### src/rtl/fb_sink_pkg.sv
// Shared types and helpers for the framebuffer stream sink: FSM states,
// FIFO word layout, raster totals and RGB555 -> RGB888 expansion.
package fb_sink_pkg;

    typedef enum logic [1:0] {SEEK, PRIME, RUN} sink_state_e;

    localparam int R_LSB = 10;
    localparam int G_LSB = 5;
    localparam int B_LSB = 0;

    typedef struct packed {
        logic        start;
        logic [14:0] data;
    } fb_word_t;

    function automatic int h_total(input int act, input int fp, input int sync, input int bp);
        return act + fp + sync + bp;
    endfunction

    function automatic int v_total(input int act, input int fp, input int sync, input int bp);
        return act + fp + sync + bp;
    endfunction

    // Replicating the top bits maps 0 -> 0x00 and full scale -> 0xFF.
    function automatic logic [7:0] expand5to8(input logic [4:0] c);
        return {c, c[4:2]};
    endfunction

endpackage

### src/rtl/fb_sink_fifo.sv
// Small synchronous FIFO; flush wins over push/pop, push on a full FIFO is
// accepted only when a pop frees a slot in the same cycle.
module fb_sink_fifo #(
    parameter int WIDTH = 16,
    parameter int DEPTH = 16
) (
    input  logic             clk_i,
    input  logic             rst_i,
    input  logic             push_i,
    input  logic [WIDTH-1:0] wdata_i,
    input  logic             pop_i,
    input  logic             flush_i,
    output logic [WIDTH-1:0] rdata_o,
    output logic             full_o,
    output logic             empty_o
);
    localparam int AW = $clog2(DEPTH);

    logic [WIDTH-1:0] mem_q [DEPTH];
    logic [AW-1:0]    wptr_q, rptr_q;
    logic [AW:0]      cnt_q;
    logic             do_push, do_pop;

    assign full_o  = (cnt_q == (AW+1)'(DEPTH));
    assign empty_o = (cnt_q == '0);
    assign do_pop  = pop_i && !empty_o;
    assign do_push = push_i && (!full_o || do_pop);
    assign rdata_o = mem_q[rptr_q];

    always_ff @(posedge clk_i or posedge rst_i) begin
        if (rst_i) begin
            wptr_q <= '0;
            rptr_q <= '0;
            cnt_q  <= '0;
        end else if (flush_i) begin
            wptr_q <= '0;
            rptr_q <= '0;
            cnt_q  <= '0;
        end else begin
            if (do_push) wptr_q <= wptr_q + AW'(1);
            if (do_pop)  rptr_q <= rptr_q + AW'(1);
            case ({do_push, do_pop})
                2'b10:   cnt_q <= cnt_q + (AW+1)'(1);
                2'b01:   cnt_q <= cnt_q - (AW+1)'(1);
                default: cnt_q <= cnt_q;
            endcase
        end
    end

    always_ff @(posedge clk_i) begin
        if (do_push && !flush_i) mem_q[wptr_q] <= wdata_i;
    end

endmodule

### src/rtl/fb_stream_sink.sv
// Framebuffer stream sink: buffers RGB555 words, runs raster timing and
// emits registered RGB888 + DE/HS/VS, resyncing on stream/timing mismatch.
module fb_stream_sink
    import fb_sink_pkg::*;
#(
    parameter int H_ACTIVE   = 640,
    parameter int H_FP       = 16,
    parameter int H_SYNC     = 96,
    parameter int H_BP       = 48,
    parameter int V_ACTIVE   = 480,
    parameter int V_FP       = 10,
    parameter int V_SYNC     = 2,
    parameter int V_BP       = 33,
    parameter bit SYNC_POL   = 1'b0,
    parameter int FIFO_DEPTH = 16
) (
    input  logic        iCLK,
    input  logic        iRESET,
    input  logic        iFB_START,
    input  logic [14:0] iFB_DATA,
    input  logic        iFB_DATAVALID,
    output logic        oFB_READY,
    output logic [7:0]  oRED,
    output logic [7:0]  oGRN,
    output logic [7:0]  oBLU,
    output logic        oDE,
    output logic        oHS,
    output logic        oVS,
    output logic        oUNDERRUN,
    output logic        oRESYNC
);
    localparam int H_TOTAL = h_total(H_ACTIVE, H_FP, H_SYNC, H_BP);
    localparam int V_TOTAL = v_total(V_ACTIVE, V_FP, V_SYNC, V_BP);
    localparam int HW = $clog2(H_TOTAL);
    localparam int VW = $clog2(V_TOTAL);

    localparam logic [HW-1:0] H_ACT_C  = HW'(H_ACTIVE);
    localparam logic [HW-1:0] H_LAST_C = HW'(H_TOTAL - 1);
    localparam logic [HW-1:0] HS_BEG_C = HW'(H_ACTIVE + H_FP);
    localparam logic [HW-1:0] HS_END_C = HW'(H_ACTIVE + H_FP + H_SYNC);
    localparam logic [VW-1:0] V_ACT_C  = VW'(V_ACTIVE);
    localparam logic [VW-1:0] V_LAST_C = VW'(V_TOTAL - 1);
    localparam logic [VW-1:0] VS_BEG_C = VW'(V_ACTIVE + V_FP);
    localparam logic [VW-1:0] VS_END_C = VW'(V_ACTIVE + V_FP + V_SYNC);

    logic [HW-1:0] hcnt_q;
    logic [VW-1:0] vcnt_q;
    sink_state_e   state_q, state_d;
    logic          rdy_en_q;
    logic [7:0]    red_q, grn_q, blu_q;
    logic          de_q, hs_q, vs_q, und_q, rsync_q;

    logic     h_last, v_last, active, hs_act, vs_act, frame_first, frame_last;
    logic     xfer, push, pop, flush, resync, underrun, pix_ok;
    logic     full, empty;
    fb_word_t head, wr_word;

    assign h_last      = (hcnt_q == H_LAST_C);
    assign v_last      = (vcnt_q == V_LAST_C);
    assign active      = (hcnt_q < H_ACT_C) && (vcnt_q < V_ACT_C);
    assign hs_act      = (hcnt_q >= HS_BEG_C) && (hcnt_q < HS_END_C);
    assign vs_act      = (vcnt_q >= VS_BEG_C) && (vcnt_q < VS_END_C);
    assign frame_first = (hcnt_q == '0) && (vcnt_q == '0);
    assign frame_last  = h_last && v_last;

    // Held low for the first cycle after reset so READY reads 0 in reset.
    assign oFB_READY = rdy_en_q && ((state_q == SEEK) || !full);
    assign xfer      = iFB_DATAVALID && oFB_READY;
    assign wr_word   = '{start: iFB_START, data: iFB_DATA};

    always_ff @(posedge iCLK or posedge iRESET) begin
        if (iRESET) begin
            hcnt_q <= '0;
            vcnt_q <= '0;
        end else if (h_last) begin
            hcnt_q <= '0;
            vcnt_q <= v_last ? '0 : vcnt_q + VW'(1);
        end else begin
            hcnt_q <= hcnt_q + HW'(1);
        end
    end

    fb_sink_fifo #(
        .WIDTH ($bits(fb_word_t)),
        .DEPTH (FIFO_DEPTH)
    ) u_fifo (
        .clk_i   (iCLK),
        .rst_i   (iRESET),
        .push_i  (push),
        .wdata_i (wr_word),
        .pop_i   (pop),
        .flush_i (flush),
        .rdata_o (head),
        .full_o  (full),
        .empty_o (empty)
    );

    always_comb begin
        state_d  = state_q;
        push     = 1'b0;
        pop      = 1'b0;
        flush    = 1'b0;
        resync   = 1'b0;
        underrun = 1'b0;
        pix_ok   = 1'b0;
        unique case (state_q)
            SEEK: begin
                // Everything ahead of a frame start is swallowed.
                if (xfer && iFB_START) begin
                    push    = 1'b1;
                    state_d = PRIME;
                end
            end
            PRIME: begin
                push = xfer;
                if (frame_last) state_d = RUN;
            end
            RUN: begin
                push = xfer;
                if (active) begin
                    if (empty) begin
                        underrun = 1'b1;
                        resync   = 1'b1;
                    end else begin
                        pop = 1'b1;
                        if (head.start != frame_first) resync = 1'b1;
                        else                           pix_ok = 1'b1;
                    end
                end
                if (resync) begin
                    flush   = 1'b1;
                    state_d = SEEK;
                end
            end
            default: state_d = SEEK;
        endcase
    end

    always_ff @(posedge iCLK or posedge iRESET) begin
        if (iRESET) begin
            state_q  <= SEEK;
            rdy_en_q <= 1'b0;
            red_q    <= '0;
            grn_q    <= '0;
            blu_q    <= '0;
            de_q     <= 1'b0;
            hs_q     <= ~SYNC_POL;
            vs_q     <= ~SYNC_POL;
            und_q    <= 1'b0;
            rsync_q  <= 1'b0;
        end else begin
            state_q  <= state_d;
            rdy_en_q <= 1'b1;
            red_q    <= pix_ok ? expand5to8(head.data[R_LSB +: 5]) : 8'h00;
            grn_q    <= pix_ok ? expand5to8(head.data[G_LSB +: 5]) : 8'h00;
            blu_q    <= pix_ok ? expand5to8(head.data[B_LSB +: 5]) : 8'h00;
            de_q     <= active;
            hs_q     <= hs_act ? SYNC_POL : ~SYNC_POL;
            vs_q     <= vs_act ? SYNC_POL : ~SYNC_POL;
            und_q    <= und_q | underrun;
            rsync_q  <= resync;
        end
    end

    assign oRED      = red_q;
    assign oGRN      = grn_q;
    assign oBLU      = blu_q;
    assign oDE       = de_q;
    assign oHS       = hs_q;
    assign oVS       = vs_q;
    assign oUNDERRUN = und_q;
    assign oRESYNC   = rsync_q;

endmodule

### config.mk
export PLATFORM = sky130hd
export DESIGN_NAME = fb_stream_sink
export DESIGN_NICKNAME = d
export VERILOG_FILES = /design/src/rtl/fb_sink_pkg.sv /design/src/rtl/fb_sink_fifo.sv /design/src/rtl/fb_stream_sink.sv
export SDC_FILE = /design/constraint.sdc
export NUM_CORES = 1
export LEC_CHECK = 0
export BUFFER_PORTS_ARGS = -buffer_cell sky130_fd_sc_hd__buf_2
export CORE_MARGIN = 1.5
export CORE_UTILIZATION = 44
export CTS_BUF_LIST = sky130_fd_sc_hd__clkbuf_16
export CTS_CLUSTER_SIZE = 8
export DETAILED_ROUTE_END_ITERATION = 6
export SYNTH_ARGS = -nofsm -noshare
export SYNTH_HDL_FRONTEND = slang
export SYNTH_SLANG_ARGS = --single-unit
### constraint.sdc
create_clock -name iCLK -period 7.79 [get_ports iCLK]
set_clock_uncertainty 0.1 [all_clocks]
set_input_delay 0 -clock iCLK [delete_from_list [all_inputs] [get_ports iCLK]]
set_output_delay 0 -clock iCLK [all_outputs]
set_load 0.05 [all_outputs]
## Word-level counts from Yosys, hierarchy flattened

Memory sizes are Yosys's and may differ from the RTL's.
Cells that the tools add are included.

| word-level totals | value |
|---|---|
| RAM bits | 256 |
| memories kept | 1 |
| register bits after elaboration | 65 |
| output and inout port bits | 30 |
| logic and storage cells | 103 |

| cells by class | value |
|---|---|
| bitwise gates (word level) | 1 |
| mux-type cells | 38 |
| equal/unequal tests | 11 |
| add/subtract/negate cells | 6 |
| reduce and logical (&&, ||, !) cells | 25 |
| order comparisons | 6 |

Memory list:

| memory | depth | bits a word | read ports | clocked after memory_dff | write ports | RTL line | RTL |
|---|---|---|---|---|---|---|---|
| u_fifo.mem_q | 16 | 16 | 1 | 0 | 1 | fb_sink_fifo.sv:19 | `logic [WIDTH-1:0] mem_q [DEPTH];` |

Operators by type and width:

| operator | number |
|---|---|
| 2-to-1 mux 8 bit | 3 |
| 2-to-1 mux 1 bit | 22 |
| adder 10 x 1 -> 10 bit, second input constant | 2 |
| equality test 10 bit, second input constant | 2 |
| logical NOT 10 bit | 2 |
| less-than comparator 10 bit, second input constant | 2 |
| less-than comparator 10 x 9 -> 1 bit, second input constant | 2 |
| 2-to-1 mux 10 bit | 2 |
| 2-to-1 mux 4 bit | 4 |
| logical AND 1 bit | 11 |
| >= comparator 10 bit, second input constant | 1 |
| >= comparator 10 x 9 -> 1 bit, second input constant | 1 |
| one-hot mux 5 bit (2 select lines) | 1 |
| adder 4 x 1 -> 4 bit, second input constant | 2 |
| 2-to-1 mux 2 bit | 3 |
| one-hot mux 2 bit (3 select lines) | 1 |
| adder 5 x 1 -> 5 bit, second input constant | 1 |
| equality test 5 bit, second input constant | 1 |
| logical NOT 5 bit | 1 |
| 2-to-1 mux 5 bit | 1 |
| subtractor 5 x 1 -> 5 bit, second input constant | 1 |
| equality test 2 x 1 -> 1 bit, second input constant | 2 |
| equality test 2 bit, second input constant | 2 |
| inequality test 2 bit, second input constant | 2 |
| other kinds (11) | 15 |

## Longest topological paths before layout

| depth | value |
|---|---|
| depth after elaboration | 13 |
| depth in mapped cells | 13 |
| mapped depth without buffers | 13 |

## Hierarchy

A second synthesis with hierarchy kept.

| second synthesis, totals | value |
|---|---|
| cell total of the unflattened synthesis | 667 |
| area total of the unflattened synthesis | 12722.2 sq um |

Modules (own cells, without submodules):

| module | area each (sq um) | seq. area each (sq um) | instances | cells an instance |
|---|---|---|---|---|
| fb_sink_fifo | 10652.7 | 8012.7 | 1 | 478 |
| fb_stream_sink | 2069.5 | 1078.5 | 1 | 189 |

## Worst setup path after synthesis

Ideal clock, no wire load.

| path | value |
|---|---|
| path type | reg2reg |
| start | register u_fifo.rptr_q[0] |
| end | memory u_fifo.mem_q[0][0], enable pin |
| library setup time | 430 ps |
| data required time | 7260 ps |
| period minus slack after synthesis | 3926 ps |
| data arrival time | 3396 ps |
| stages on the path, launching flop included | 9 |
| slack | 3864 ps |
| cell sequence | dfrtp_1 -> buf_6 -> buf_6 -> mux4_2 -> mux2i_1 -> mux2i_1 -> xnor2_2 -> a21oi_4 -> nor4_1 |

| between the ends | value |
|---|---|
| word-level cells in the longest chain between the ends | 12 |

RTL lines:

| what | RTL line | RTL |
|---|---|---|
| from (decl) | fb_sink_fifo.sv:20 | `logic [AW-1:0] wptr_q, rptr_q;` |
| from (signal assigned) | fb_sink_fifo.sv:41 | `if (do_pop) rptr_q <= rptr_q + AW'(1);` |
| memory (16 x 16 bit) | -- |  |
| inequality test 1 bit | fb_stream_sink.sv:126 | `if (head.start != frame_first) resync = 1'b1;` |
| 2-to-1 mux 1 bit | fb_stream_sink.sv:126 |  |
| 2-to-1 mux 1 bit | fb_stream_sink.sv:121 | `if (empty) begin` |
| 2-to-1 mux 1 bit | fb_stream_sink.sv:120 | `if (active) begin` |
| 2-to-1 mux 1 bit | fb_stream_sink.sv:106 | `unique case (state_q)` |
| 2-to-1 mux 1 bit | fb_stream_sink.sv:130 | `if (resync) begin` |
| 2-to-1 mux 1 bit | fb_stream_sink.sv:106 |  |
| logical NOT 1 bit | fb_sink_fifo.sv:51 | `if (do_push && !flush_i) mem_q[wptr_q] <= wdata_i;` |
| logical AND 1 bit | fb_sink_fifo.sv:51 |  |
| 2-to-1 mux 1 bit | fb_sink_fifo.sv:51 |  |
| 2-to-1 mux 1 bit (implied by the code) | fb_sink_fifo.sv:51 |  |
| to (decl) | fb_sink_fifo.sv:19 |  |

Every way passes these cells. The select of a mux whose other input is x is not followed.

## Final worst setup path

| path | value |
|---|---|
| start | register u_fifo.rptr_q[0] |
| end | memory u_fifo.mem_q[8][12], enable pin |

Same word-level chain as after synthesis.

==> out/qor.yml <==
status:
  status: "complete, no violations"
layout:
  final_core_util_pct: 53.01
  final_cell_mix: "256 x edfxtp_1, 79 x mux4_2, 54 x inv_1"
  n_fill_cell: 2209
  mostFrequentLayoutCell: "edfxtp_1"
  drive_gt1_share_pct: 28.32
  area_growth_pct: 17.84
  fin_nets: 798
  diodes: 0
  seqCellArea_um2: 9096
  multiInputGateArea_um2: 3307
clock_network:
  path_clk_slew_ns: 0.05
  cts.path.max_buffers: 3
  cts-root-buf: "clkbuf_16"
  cts_tree: "yes"
  clk_latency_ns: 0.54
  numCtsBuffers: 45
  ctsResizeCount: 0
  cts_max_level: 2
  numClockSinks: 312
floorplan:
  dieWidth_um: 172.2
  pin_count: 49
  core_area_um2: 28010
  start_util_pct: 44.99
  die_area_um2: 29660
  fp-row-count: 61
  die_h_um: 172.2
power:
  power_uw: 3959
  p_per_area_nw_per_um2: 266.6
  seqPwrFrac_pct: 49.3
  leakagePower_uw: 0.005234
  switching_power_uw: 922.8
  p_clk_share_pct: 43.7
  internal_power_uw: 3037
  power_frac_comb_pct: 6.9
  p_sw_share_pct: 23.31
  ir_drop_v: 0.0002455
sta:
  tightest_slew_ns: 1.113
  rsz0062_at_grt: "false"
  max_slew_margin_pct: 25.22
  post-route-min-period_ns: 4.180
  fmax_mhz: 239.2
  drv_slew: 0
  fin_crit_sh_pct: 53.66
  hold-worst-slack_ns: 0.1467
  finalSetupViolations: 0
  hold_viol: 0
  tns_ns: 0
grt:
  track_usage_pct: 20.16
  grt_pass1_wl_mm: 42.26
  first_global_vias: 6614
  grt_max_degree: 65
  grt-ovfl-total: 0
  antenna_found_initial: 0
setup_path:
  crit_fanout: 39
  critPathLaunchType: "flop"
  cp.arrival_ns: 4.23
  setup.worst_path.class: "reg -> reg"
  cp-end-kind: "flop"
  cp.required_ns: 7.84
placed_design:
  portBuffers: 48
  dp_hpwl_mm: 17.43
  gp_congestion: 0.8136
synthesis:
  syn_inst: 664
  seq_area_frac_synth_pct: 72.15
  netlist_area_um2: 12600
  ys_ff_latch: 312
  yosys.area.top_type_share_pct: 61.01
  ys_warn_count: 0
  synth_edf_count: 256
  synth_cell_types: 49
  synth_largest_area_cell: "edfxtp_1"
  async_flop_share_pct: 17.95
  ys.flop_type: "edfxtp_1"
  synth.avg_cell_area_um2: 18.98
  synth_area_leaders: "edfxtp_1 61%, mux4_2 14%, dfrtp_1 11%"
  synth_fp_nets: 700
route:
  drc: 0
  drtIter0Drc: 608
  ant_nets: 0
  wire_per_inst_um: 24.15
  dr.pass1.iters: 5
  drt-total-wl_mm: 28.40
  dr_total_vias: 6455
  vias_per_cell: 5.489
worst_hold_path:
  hold_class: "in -> async"
run:
  cap_violations: 0
-- flip-flops by register name, summed over array words and instances (netlist names), 5 cells and up --
name and flops:
u_fifo.cnt_q 5, oGRN 5, vcnt_q 10, u_fifo.mem_q 256, hcnt_q 10, oBLU 5
oRED 5
-- per-layer routing --
metal | track usage [%] | wire (um)
met5 | 0 | 0
met2 | 32.99 | 14060
met4 | 5.974 | 595
met1 | 27.98 | 12370
met3 | 3.365 | 1382
-- path summary, 6_finish.rpt --
kind / from / slack [ns] / endpoint / cells past startpoint
max in group asynchronous: iRESET / 6.86 / u_fifo.rptr_q[0]$_DFFE_PP0P_ / 4
max reg2reg: u_fifo.rptr_q[0]$_DFFE_PP0P_ / 3.61 / u_fifo.mem_q[8][12]$_DFFE_PP_ / 7
max: u_fifo.rptr_q[0]$_DFFE_PP0P_ / 3.61 / u_fifo.mem_q[8][12]$_DFFE_PP_ / 7
min in group iCLK: iFB_DATA[14] / 0.34 / u_fifo.mem_q[1][14]$_DFFE_PP_ / 2
min: iRESET / 0.15 / state_q[1]$_DFFE_PP0P_ / 4
min reg2reg: oUNDERRUN$_DFF_PP0_ / 0.35 / oUNDERRUN$_DFF_PP0_ / 1
-- worst max-delay path, cell delays in order (launching register included) --
cell and delay (ns):
dfrtp_4 0.90, mux4_2 0.60, mux2i_1 0.16, mux2i_1 0.23, xnor2_2 0.34, a21oi_4 0.20
buf_4 0.25, nor4_4 0.96
-- synth_stat cells (2+ instances only) --
cell / count
xor2_1: 10
nor2_1: 17
dfstp_2: 2
nand2b_1: 7
o21ai_0: 13
buf_2: 10
edfxtp_1: 256
or3_1: 7
nand3_1: 8
buf_1: 3
or4_1: 2
and3_1: 5
inv_1: 20
mux4_2: 79
xnor2_1: 9
a21o_1: 3
nor2b_1: 18
nor3_1: 12
o21ai_1: 2
nor4_1: 10
a21oi_1: 10
buf_4: 10
o21a_1: 2
a31oi_1: 3
o31ai_1: 2
clkbuf_1: 11
or2_2: 3
ha_1: 16
nand4_1: 7
mux2i_1: 6
dfrtp_1: 54
buf_6: 3
nand2_1: 28
-- kinds of logic (layout without fill, tap and decap cells) --
family | count (synthesis) | count (layout) | share of synthesized area, %
DFF | 312 | 312 | 72.15
buffers and inverters | 57 | 191 | 2.274
muxes | 86 | 86 | 14.69
adders and majority gates | 17 | 17 | 1.748
xor gates and xnor gates | 20 | 20 | 1.450
AOI/OAI and AO/OA | 41 | 41 | 2.026
other | 1 | 1 | 0.02976
and+or+nand+nor | 130 | 130 | 5.640
-- stage by stage --
step                      setup WS (ns)  instances  area [um2]
final                             3.610       1176       14850
after global routing              3.367       1176       14850
after floorplan                   3.864        664       12600
after CTS                         3.599       1176       14850
after detailed placement          3.565       1075       13360
after global placement            3.700       1075       13360
-- area by class of cell --
class | count | area share [%]
Sequential cell | 312 | 61.26
Timing Repair Buffer | 88 | 3.943
Multi-Input combinational cell | 295 | 22.27
Inverter | 20 | 0.5056
Tap cell | 378 | 3.185
Clock buffer | 45 | 7.583
Clock inverter | 38 | 1.255
-- power groups by stage --
| stage | logic [uW] | clock network (uW) | registers (uW) |
|---|---|---|---|
| after global routing | 302 | 1830 | 1960 |
| after detailed placement | 268 | 0 | 1980 |
| final | 274 | 1730 | 1950 |
| after floorplan | 172 | 0 | 1960 |
| after global placement | 258 | 0 | 1980 |
| after CTS | 276 | 1770 | 1950 |
-- what timing repair did --
action / in CTS / in global routing
buffers inserted: 0 / 0
hold buffers: 18 / 0
endpoints found under the hold margin: 313 / 0
Note: power is estimated with default switching activity, not from simulation.
